==> config.mk <==
export PLATFORM = sky130hd
export DESIGN_NAME = alsu_cmd_seq
export DESIGN_NICKNAME = d
export VERILOG_FILES = /design/src/rtl/alsu_cmd_seq.sv
export SDC_FILE = /design/constraint.sdc
export NUM_CORES = 1
export LEC_CHECK = 0
export ABC_CLOCK_PERIOD_IN_PS = 5600
export BUFFER_PORTS_ARGS = -buffer_cell sky130_fd_sc_hd__buf_2
export CAP_MARGIN = 20
export CORE_MARGIN = 5
export CORE_UTILIZATION = 60
export DETAILED_ROUTE_END_ITERATION = 7
export PLACE_DENSITY = 0.82
export RECOVER_POWER = 25
export SLEW_MARGIN = 25
export SYNTH_ARGS = -nofsm -noshare
export SYNTH_HDL_FRONTEND = slang
export SYNTH_SLANG_ARGS = --single-unit
==> constraint.sdc <==
create_clock -name clk -period 5.6 [get_ports clk]
set_clock_uncertainty 0.15 [all_clocks]
set_input_delay 1.4 -clock clk [delete_from_list [all_inputs] [get_ports clk]]
set_output_delay 1.4 -clock clk [all_outputs]
set_load 0.01 [all_outputs]
==> src/rtl/alsu_cmd_seq.sv <==
// Command sequencer for the ALSU: buffers tagged commands, issues at most one per cycle onto
// the registered ALSU pins, and returns each captured result with its tag and error flag.
module alsu_cmd_seq #(
  parameter int CMD_DEPTH = 4,
  parameter int RSP_DEPTH = 4,
  parameter int TAG_W     = 2
) (
  input  logic             clk,
  input  logic             rst_n,
  input  logic             cmd_valid,
  output logic             cmd_ready,
  input  logic [2:0]       cmd_a,
  input  logic [2:0]       cmd_b,
  input  logic [2:0]       cmd_opcode,
  input  logic [6:0]       cmd_ctrl,
  input  logic [TAG_W-1:0] cmd_tag,
  output logic [2:0]       alsu_A,
  output logic [2:0]       alsu_B,
  output logic [2:0]       alsu_opcode,
  output logic             alsu_cin,
  output logic             alsu_serial_in,
  output logic             alsu_red_op_A,
  output logic             alsu_red_op_B,
  output logic             alsu_bypass_A,
  output logic             alsu_bypass_B,
  output logic             alsu_direction,
  input  logic [5:0]       alsu_out,
  output logic             rsp_valid,
  input  logic             rsp_ready,
  output logic [5:0]       rsp_data,
  output logic [TAG_W-1:0] rsp_tag,
  output logic             rsp_err
);
  localparam int CAW    = $clog2(CMD_DEPTH);
  localparam int RAW    = $clog2(RSP_DEPTH);
  localparam int STAGES = 3;
  localparam int UW     = RAW + 2;

  typedef struct packed {
    logic [2:0]       a;
    logic [2:0]       b;
    logic [2:0]       op;
    logic [6:0]       ctrl;
    logic [TAG_W-1:0] tag;
  } cmd_t;

  typedef struct packed {
    logic [5:0]       data;
    logic [TAG_W-1:0] tag;
    logic             err;
  } rsp_t;

  typedef struct packed {
    logic [TAG_W-1:0] tag;
    logic             err;
  } trk_t;

  typedef struct packed {
    logic [2:0] a;
    logic [2:0] b;
    logic [2:0] op;
    logic [6:0] ctrl;
  } pin_t;

  cmd_t             cmd_mem_q [CMD_DEPTH];
  rsp_t             rsp_mem_q [RSP_DEPTH];
  logic [CAW-1:0]   cmd_wr_q, cmd_wr_d, cmd_rd_q, cmd_rd_d;
  logic [CAW:0]     cmd_cnt_q, cmd_cnt_d;
  logic [RAW-1:0]   rsp_wr_q, rsp_wr_d, rsp_rd_q, rsp_rd_d;
  logic [RAW:0]     rsp_cnt_q, rsp_cnt_d;
  logic [STAGES:1]  vld_pipe_q, vld_pipe_d;
  trk_t [STAGES:1]  trk_q, trk_d;
  pin_t             pin_q, pin_d;
  logic             ready_en_q, ready_en_d;

  cmd_t        cmd_in, cmd_head;
  rsp_t        rsp_in, rsp_head;
  logic [UW-1:0] used;
  logic        push, issue, cap, pop, err_issue;

  assign cmd_ready = ready_en_q && (cmd_cnt_q != (CAW+1)'(CMD_DEPTH));
  assign rsp_valid = (rsp_cnt_q != '0);
  assign push      = cmd_valid && cmd_ready;
  assign pop       = rsp_valid && rsp_ready;
  assign cap       = vld_pipe_q[STAGES];
  assign cmd_in    = '{a: cmd_a, b: cmd_b, op: cmd_opcode, ctrl: cmd_ctrl, tag: cmd_tag};
  assign cmd_head  = cmd_mem_q[cmd_rd_q];
  assign rsp_head  = rsp_mem_q[rsp_rd_q];
  assign rsp_in    = '{data: alsu_out, tag: trk_q[STAGES].tag, err: trk_q[STAGES].err};

  // Credits: every issued command must already own a response slot, since the ALSU cannot stall.
  always_comb begin
    used = UW'(rsp_cnt_q);
    for (int s = 1; s <= STAGES; s++) used = used + UW'(vld_pipe_q[s]);
  end

  assign issue = (cmd_cnt_q != '0) && (used < UW'(RSP_DEPTH));

  // ctrl = {bypass_B, bypass_A, red_op_B, red_op_A, direction, serial_in, cin}
  assign err_issue = !cmd_head.ctrl[5] && !cmd_head.ctrl[6] &&
                     (((cmd_head.ctrl[3] | cmd_head.ctrl[4]) && (cmd_head.op[1] | cmd_head.op[2])) ||
                      (cmd_head.op[1] && cmd_head.op[2]));

  always_comb begin
    cmd_wr_d   = push  ? cmd_wr_q + CAW'(1) : cmd_wr_q;
    cmd_rd_d   = issue ? cmd_rd_q + CAW'(1) : cmd_rd_q;
    cmd_cnt_d  = cmd_cnt_q + (CAW+1)'(push) - (CAW+1)'(issue);
    rsp_wr_d   = cap ? rsp_wr_q + RAW'(1) : rsp_wr_q;
    rsp_rd_d   = pop ? rsp_rd_q + RAW'(1) : rsp_rd_q;
    rsp_cnt_d  = rsp_cnt_q + (RAW+1)'(cap) - (RAW+1)'(pop);
    ready_en_d = 1'b1;
    // Idle cycles drive all-zero so the ALSU output settles to 0 behind them.
    pin_d      = '0;
    if (issue) pin_d = '{a: cmd_head.a, b: cmd_head.b, op: cmd_head.op, ctrl: cmd_head.ctrl};
    vld_pipe_d = {vld_pipe_q[STAGES-1:1], issue};
    trk_d      = {trk_q[STAGES-1:1], trk_t'{tag: cmd_head.tag, err: err_issue}};
  end

  always_ff @(posedge clk or negedge rst_n) begin
    if (!rst_n) begin
      cmd_wr_q   <= '0;
      cmd_rd_q   <= '0;
      cmd_cnt_q  <= '0;
      rsp_wr_q   <= '0;
      rsp_rd_q   <= '0;
      rsp_cnt_q  <= '0;
      vld_pipe_q <= '0;
      trk_q      <= '0;
      pin_q      <= '0;
      ready_en_q <= 1'b0;
    end else begin
      cmd_wr_q   <= cmd_wr_d;
      cmd_rd_q   <= cmd_rd_d;
      cmd_cnt_q  <= cmd_cnt_d;
      rsp_wr_q   <= rsp_wr_d;
      rsp_rd_q   <= rsp_rd_d;
      rsp_cnt_q  <= rsp_cnt_d;
      vld_pipe_q <= vld_pipe_d;
      trk_q      <= trk_d;
      pin_q      <= pin_d;
      ready_en_q <= ready_en_d;
    end
  end

  // Storage needs no reset: counts gate every read and the response outputs are masked.
  always_ff @(posedge clk) begin
    if (push) cmd_mem_q[cmd_wr_q] <= cmd_in;
    if (cap)  rsp_mem_q[rsp_wr_q] <= rsp_in;
  end

  assign alsu_A         = pin_q.a;
  assign alsu_B         = pin_q.b;
  assign alsu_opcode    = pin_q.op;
  assign alsu_cin       = pin_q.ctrl[0];
  assign alsu_serial_in = pin_q.ctrl[1];
  assign alsu_direction = pin_q.ctrl[2];
  assign alsu_red_op_A  = pin_q.ctrl[3];
  assign alsu_red_op_B  = pin_q.ctrl[4];
  assign alsu_bypass_A  = pin_q.ctrl[5];
  assign alsu_bypass_B  = pin_q.ctrl[6];

  assign rsp_data = rsp_valid ? rsp_head.data : '0;
  assign rsp_tag  = rsp_valid ? rsp_head.tag  : '0;
  assign rsp_err  = rsp_valid && rsp_head.err;

endmodule

* Yosys cells after proc, flatten, opt, wreduce, memory -nomap -nowiden *
Memory sizes are Yosys's and may differ from the RTL's.
Cells that the tools add are included.

word-level totals
  memories kept = 2
  bits in read-only memories = 0
  RAM bits = 108
  bits in registers = 43
  latch bits = 0
  output and inout bits = 27

memory list
  name       depth  width  rd ports  clocked after Yosys merged registers in  wr ports  RTL line  RTL
  cmd_mem_q  4      18     1         0                                        1         65        cmd_t cmd_mem_q [CMD_DEPTH];
  rsp_mem_q  4      9      1         0                                        1         66        rsp_t rsp_mem_q [RSP_DEPTH];

cells by class
  shift-type cells = 0
  bitwise gates (word level) = 2
  divide/modulo/power cells = 0
  equal/unequal tests = 1
  multipliers = 0
  multiplexer cells = 7
  reduce and logical (&&, ||, !) cells = 14
  $lt $le $gt $ge = 1
  add/sub/neg operators = 11

operator list
  operator             number
  $mux 16              1
  $logic_and 1x1->1    9
  $add 2x1->2 const B  4
  $add 4x1->4          2
  $add 3x1->3          2
  $mux 6               1
  $reduce_bool 3->1    2
  $sub 3x1->3          2
  $add 3x1->4          1
  $lt 4x3->1 const B   1
  $mux 1               4
  $ne 3x3->1 const B   1
  $logic_not 1->1      2
  $mux 2               1
  $or 1x1->1           2
  $logic_or 1x1->1     1

* Depth between registers and ports, before layout *
  depth in word-level cells = 6
  depth in mapped cells = 14
  gate-level depth less buffers = 13

* Worst setup path before layout *
Ideal clock, no wire load.

  path kind = input to register
  start = input cmd_valid
  end = register cmd_cnt_q[2]
  arrival time = 2.792 ns
  stages on the path = 8
  path slack = 2.536 ns
  data required time = 5.327 ns
  buffers on the path = 0
  library setup time = 0.123 ns
  cell sequence = o311a_1 inv_1 ha_1 inv_1 ha_1 fa_1 xnor2_1 xnor2_1

on the way
  longest elaborated chain between the ends = 3

RTL lines
  what                  RTL line  RTL
  from (decl)           10        input logic cmd_valid,
  $logic_and 1x1->1     83        assign push = cmd_valid && cmd_ready;
  $add 3x1->3           107       cmd_cnt_d = cmd_cnt_q + (CAW+1)'(push) - (CAW+1)'(issue);
  $sub 3x1->3           107
  via cmd_cnt_d[2]      68        logic [CAW:0] cmd_cnt_q, cmd_cnt_d;
  to (signal assigned)  134       cmd_cnt_q <= cmd_cnt_d;
  to (decl)             68

The timed path passes the listed nets, and every way through them passes these cells.
A chain may end at the register's enable or synchronous reset.

* Worst setup path in the final report *
  start = register rsp_rd_q[0]
  end = output rsp_tag[0]

on the way
  longest elaborated chain between the ends = 2

RTL lines
  what                    RTL line  RTL
  from (decl)             69        logic [RAW-1:0] rsp_wr_q, rsp_wr_d, rsp_rd_q, rsp_rd_d;
  from (signal assigned)  136       rsp_rd_q <= rsp_rd_d;
  $mem_v2 4x9             n/a
  $mux 2                  163       assign rsp_tag = rsp_valid ? rsp_head.tag : '0;
  to (decl)               31        output logic [TAG_W-1:0] rsp_tag,

Every way passes these cells.

==> flow_summary.json <==
{
  "power_density_mw_per_mm2": 548,
  "clockRootBuffer": "sky130_fd_sc_hd__clkbuf_8",
  "global_route.overflow_total": 0,
  "worst_setup_path_end_kind": "output pin",
  "cts.hold.buffers_added": 0,
  "ctsLongestPathBuffers": 2,
  "postSynthAreaPerCell_sq_um": 20.6,
  "largest_register_ffs": 72,
  "rows": 35,
  "cts.clk_slew.worst_paths_ps": 60,
  "setup-tns-final_ps": 0,
  "grt_antenna_before_repair": 0,
  "crit_path_max_fanout": 11,
  "worst_ep_arrival_time_ps": 2140,
  "final_period_minus_worst_setup_slack_ps": 3690,
  "crit_path_cell_trace": "mux4_2 -> and2_1 -> buf_2",
  "crit_required_ps": 4050,
  "critical_path.startpoint_type": "flip-flop",
  "peakVddDrop_mv": 0.361,
  "worst_hold_path_type": "flip-flop to flip-flop",
  "fin_area_sq_mm": 0.00669,
  "post-synth-top-area-fraction": 0.566,
  "grt_setup_unrepaired": "no",
  "setup_violations": 0,
  "grt_start_max_net_pins": 44,
  "finalMaxSlewViolations": 0,
  "floorplan.die_area_sq_mm": 0.0116,
  "top_register": "cmd_mem_q",
  "utilization": 0.720,
  "detail_route.vias_per_cell": 5.35,
  "cts.sink_count": 151,
  "dpl.hpwl_mm": 5.38,
  "synthesis.nets": 323,
  "dieHeight_um": 108,
  "cts_buffers": 17,
  "finalHoldWorstSlack_ps": 198,
  "post_cts.resized_instances": 0,
  "worst_path_max_delay_cell": "sky130_fd_sc_hd__dfrtp_1",
  "drive_gt1_frac": 0.254,
  "worst-slew-pin-transition_ps": 979,
  "io_buffers": 54,
  "drt_first_iter_violations": 103,
  "max-cap-violations": 0,
  "place_area_sq_mm": 0.00611,
  "syn-instance-count": 279,
  "finish.cell_count_without_fillers": 487,
  "h-tree-depth": 4,
  "crit_type": "flip-flop to output pin",
  "place.detailed.instances": 455,
  "num_antenna_cells": 0,
  "leakage_nw": 2.56,
  "post_synth_most_frequent_cells": "108 x sky130_fd_sc_hd__edfxtp_1, 43 x sky130_fd_sc_hd__dfrtp_1, 18 x sky130_fd_sc_hd__and2_1",
  "antenna_violating_nets_post_route": 0,
  "fraction_of_the_yosys_area_taken_by_sequential_cells": 0.753,
  "post_synth_top_area_cell": "sky130_fd_sc_hd__edfxtp_1",
  "core_area_sq_mm": 0.00928,
  "number_of_enable_type_register_cells_in_the_synthesized_netlist": 108,
  "yosysUniqueCellTypes": 30,
  "max_stage_delay_ps": 750,
  "floorplan.io_pins": 55,
  "dominantRegCellSynth": "sky130_fd_sc_hd__edfxtp_1",
  "cts.repair_timing.setup_buffer_count": 0,
  "finalHoldViolCount": 0,
  "route.vias.total": 2605,
  "wirelength_mm": 8.93,
  "clock_insertion_delay_worst_skew_ps": 520,
  "synth-seq-cells": 151,
  "drcViolationCount": 0,
  "num-nets-final": 389,
  "clock.fmax_ghz": 0.271,
  "detail_route.wl_per_cell_um": 18.3,
  "status": "complete, no violations",
  "yosys.cell_count.top_type": "sky130_fd_sc_hd__edfxtp_1",
  "syn2layout_area_growth_pct": 16.6,
  "cts_tree": "built",
  "die_w_um": 108,
  "initial_utilization": 0.618,
  "netlist_area_sq_mm": 0.00573,
  "synth-warning-count": 0,
  "grt_overall_usage": 0.172,
  "gp_routability_congestion": 0.692,
  "fin_crit_sh": 0.659,
  "wire_length_of_the_first_global_routing_pass_mm": 14.5,
  "drt_pre_antenna_iters": 6,
  "max-slew-margin-rel": 0.347,
  "ys_async_sr_fraction": 0.285,
  "ys_top_cells_by_area": "sky130_fd_sc_hd__edfxtp_1 57%, sky130_fd_sc_hd__dfrtp_1 19%, sky130_fd_sc_hd__mux4_2 6.3%",
  "grt_pass1_vias": 2868
}
## layer usage
| metal | track usage | vias up | routed length (um) |
|---|---|---|---|
| met4 | 0.0595 | 0 | 49 |
| li1 | - | 1195 | - |
| met5 | 0 | - | 0 |
| met1 | 0.194 | 1336 | 3500 |
| met2 | 0.302 | 70 | 4850 |
| met3 | 0.0642 | 4 | 533 |
## cell families (layout without fill, tap and decap cells)
group | after synthesis | in the layout | share of synthesized area
AO/OA/AOI/OAI | 4 | 4 | 0.00633
buffers and inverters | 25 | 104 | 0.0220
adder cells (fa/ha/maj) | 16 | 16 | 0.0388
multiplexers | 28 | 28 | 0.115
XOR/XNOR | 10 | 10 | 0.0153
AND/OR/NAND/NOR | 44 | 44 | 0.0484
flip-flops | 151 | 151 | 0.753
other | 1 | 1 | 0.000654
## critical path: cells and delay by family (launching register included)
kind | cells | cell delay (ps)
buffers and inverters | 1 | 130
flip-flops | 1 | 750
multiplexers | 1 | 570
AND/OR/NAND/NOR | 1 | 170
## path summary, 6_finish.rpt
| path | to | start | slack [ps] | cells past startpoint |
|---|---|---|---|---|
| max | rsp_tag[0] | rsp_rd_q[0] | 1910 | 3 |
| min | rsp_in[2] | trk_d[8] | 200 | 0 |
| max reg2reg | cmd_cnt_q[2] | vld_pipe_q[3] | 2360 | 13 |
| min reg2reg | rsp_in[2] | trk_d[8] | 200 | 0 |
| max in group asynchronous | rsp_in[2] | rst_n | 4200 | 1 |
| min in group asynchronous | alsu_opcode[0] | rst_n | 710 | 1 |
## cell type report
| cell class | count | area (sq um) |
|---|---|---|
| clock buffers | 17 | 414 |
| inverters | 17 | 63.8 |
| fillers | 578 | 2600 |
| flip-flops and latches | 151 | 4320 |
| well taps | 129 | 161 |
| repair buffers | 55 | 260 |
| multi-input cells | 103 | 1290 |
| clock inverters | 15 | 180 |
## power by group
part           switching [W]  internal [W]
Clock               0.000472      0.000653
Combinational       0.000446      0.000457
Sequential          0.000171       0.00147
Total                0.00109       0.00258
## per-stage QoR
stage / setup WS, ps / total power [W]
after global routing: 1760 / 0.00388
after global placement: 2410 / 0.00251
after detailed placement: 2310 / 0.00257
after CTS: 1840 / 0.00372
after floorplan: 2540 / 0.00231
final: 1910 / 0.00367
## layout by cell type, fill, tap and decap left out, drive strengths merged, types with 2 or more instances in the layout
cell type and count:
edfxtp 108, dfrtp 43, buf 39, clkbuf 33, mux4 27, inv 26
and2 18, nor2b 16, ha 13, xnor2 8, fa 3, clkinv 3
or3 2, nor2 2, xor2 2, bufinv 2, nand3 2
Note: power is estimated with default switching activity, not from simulation.
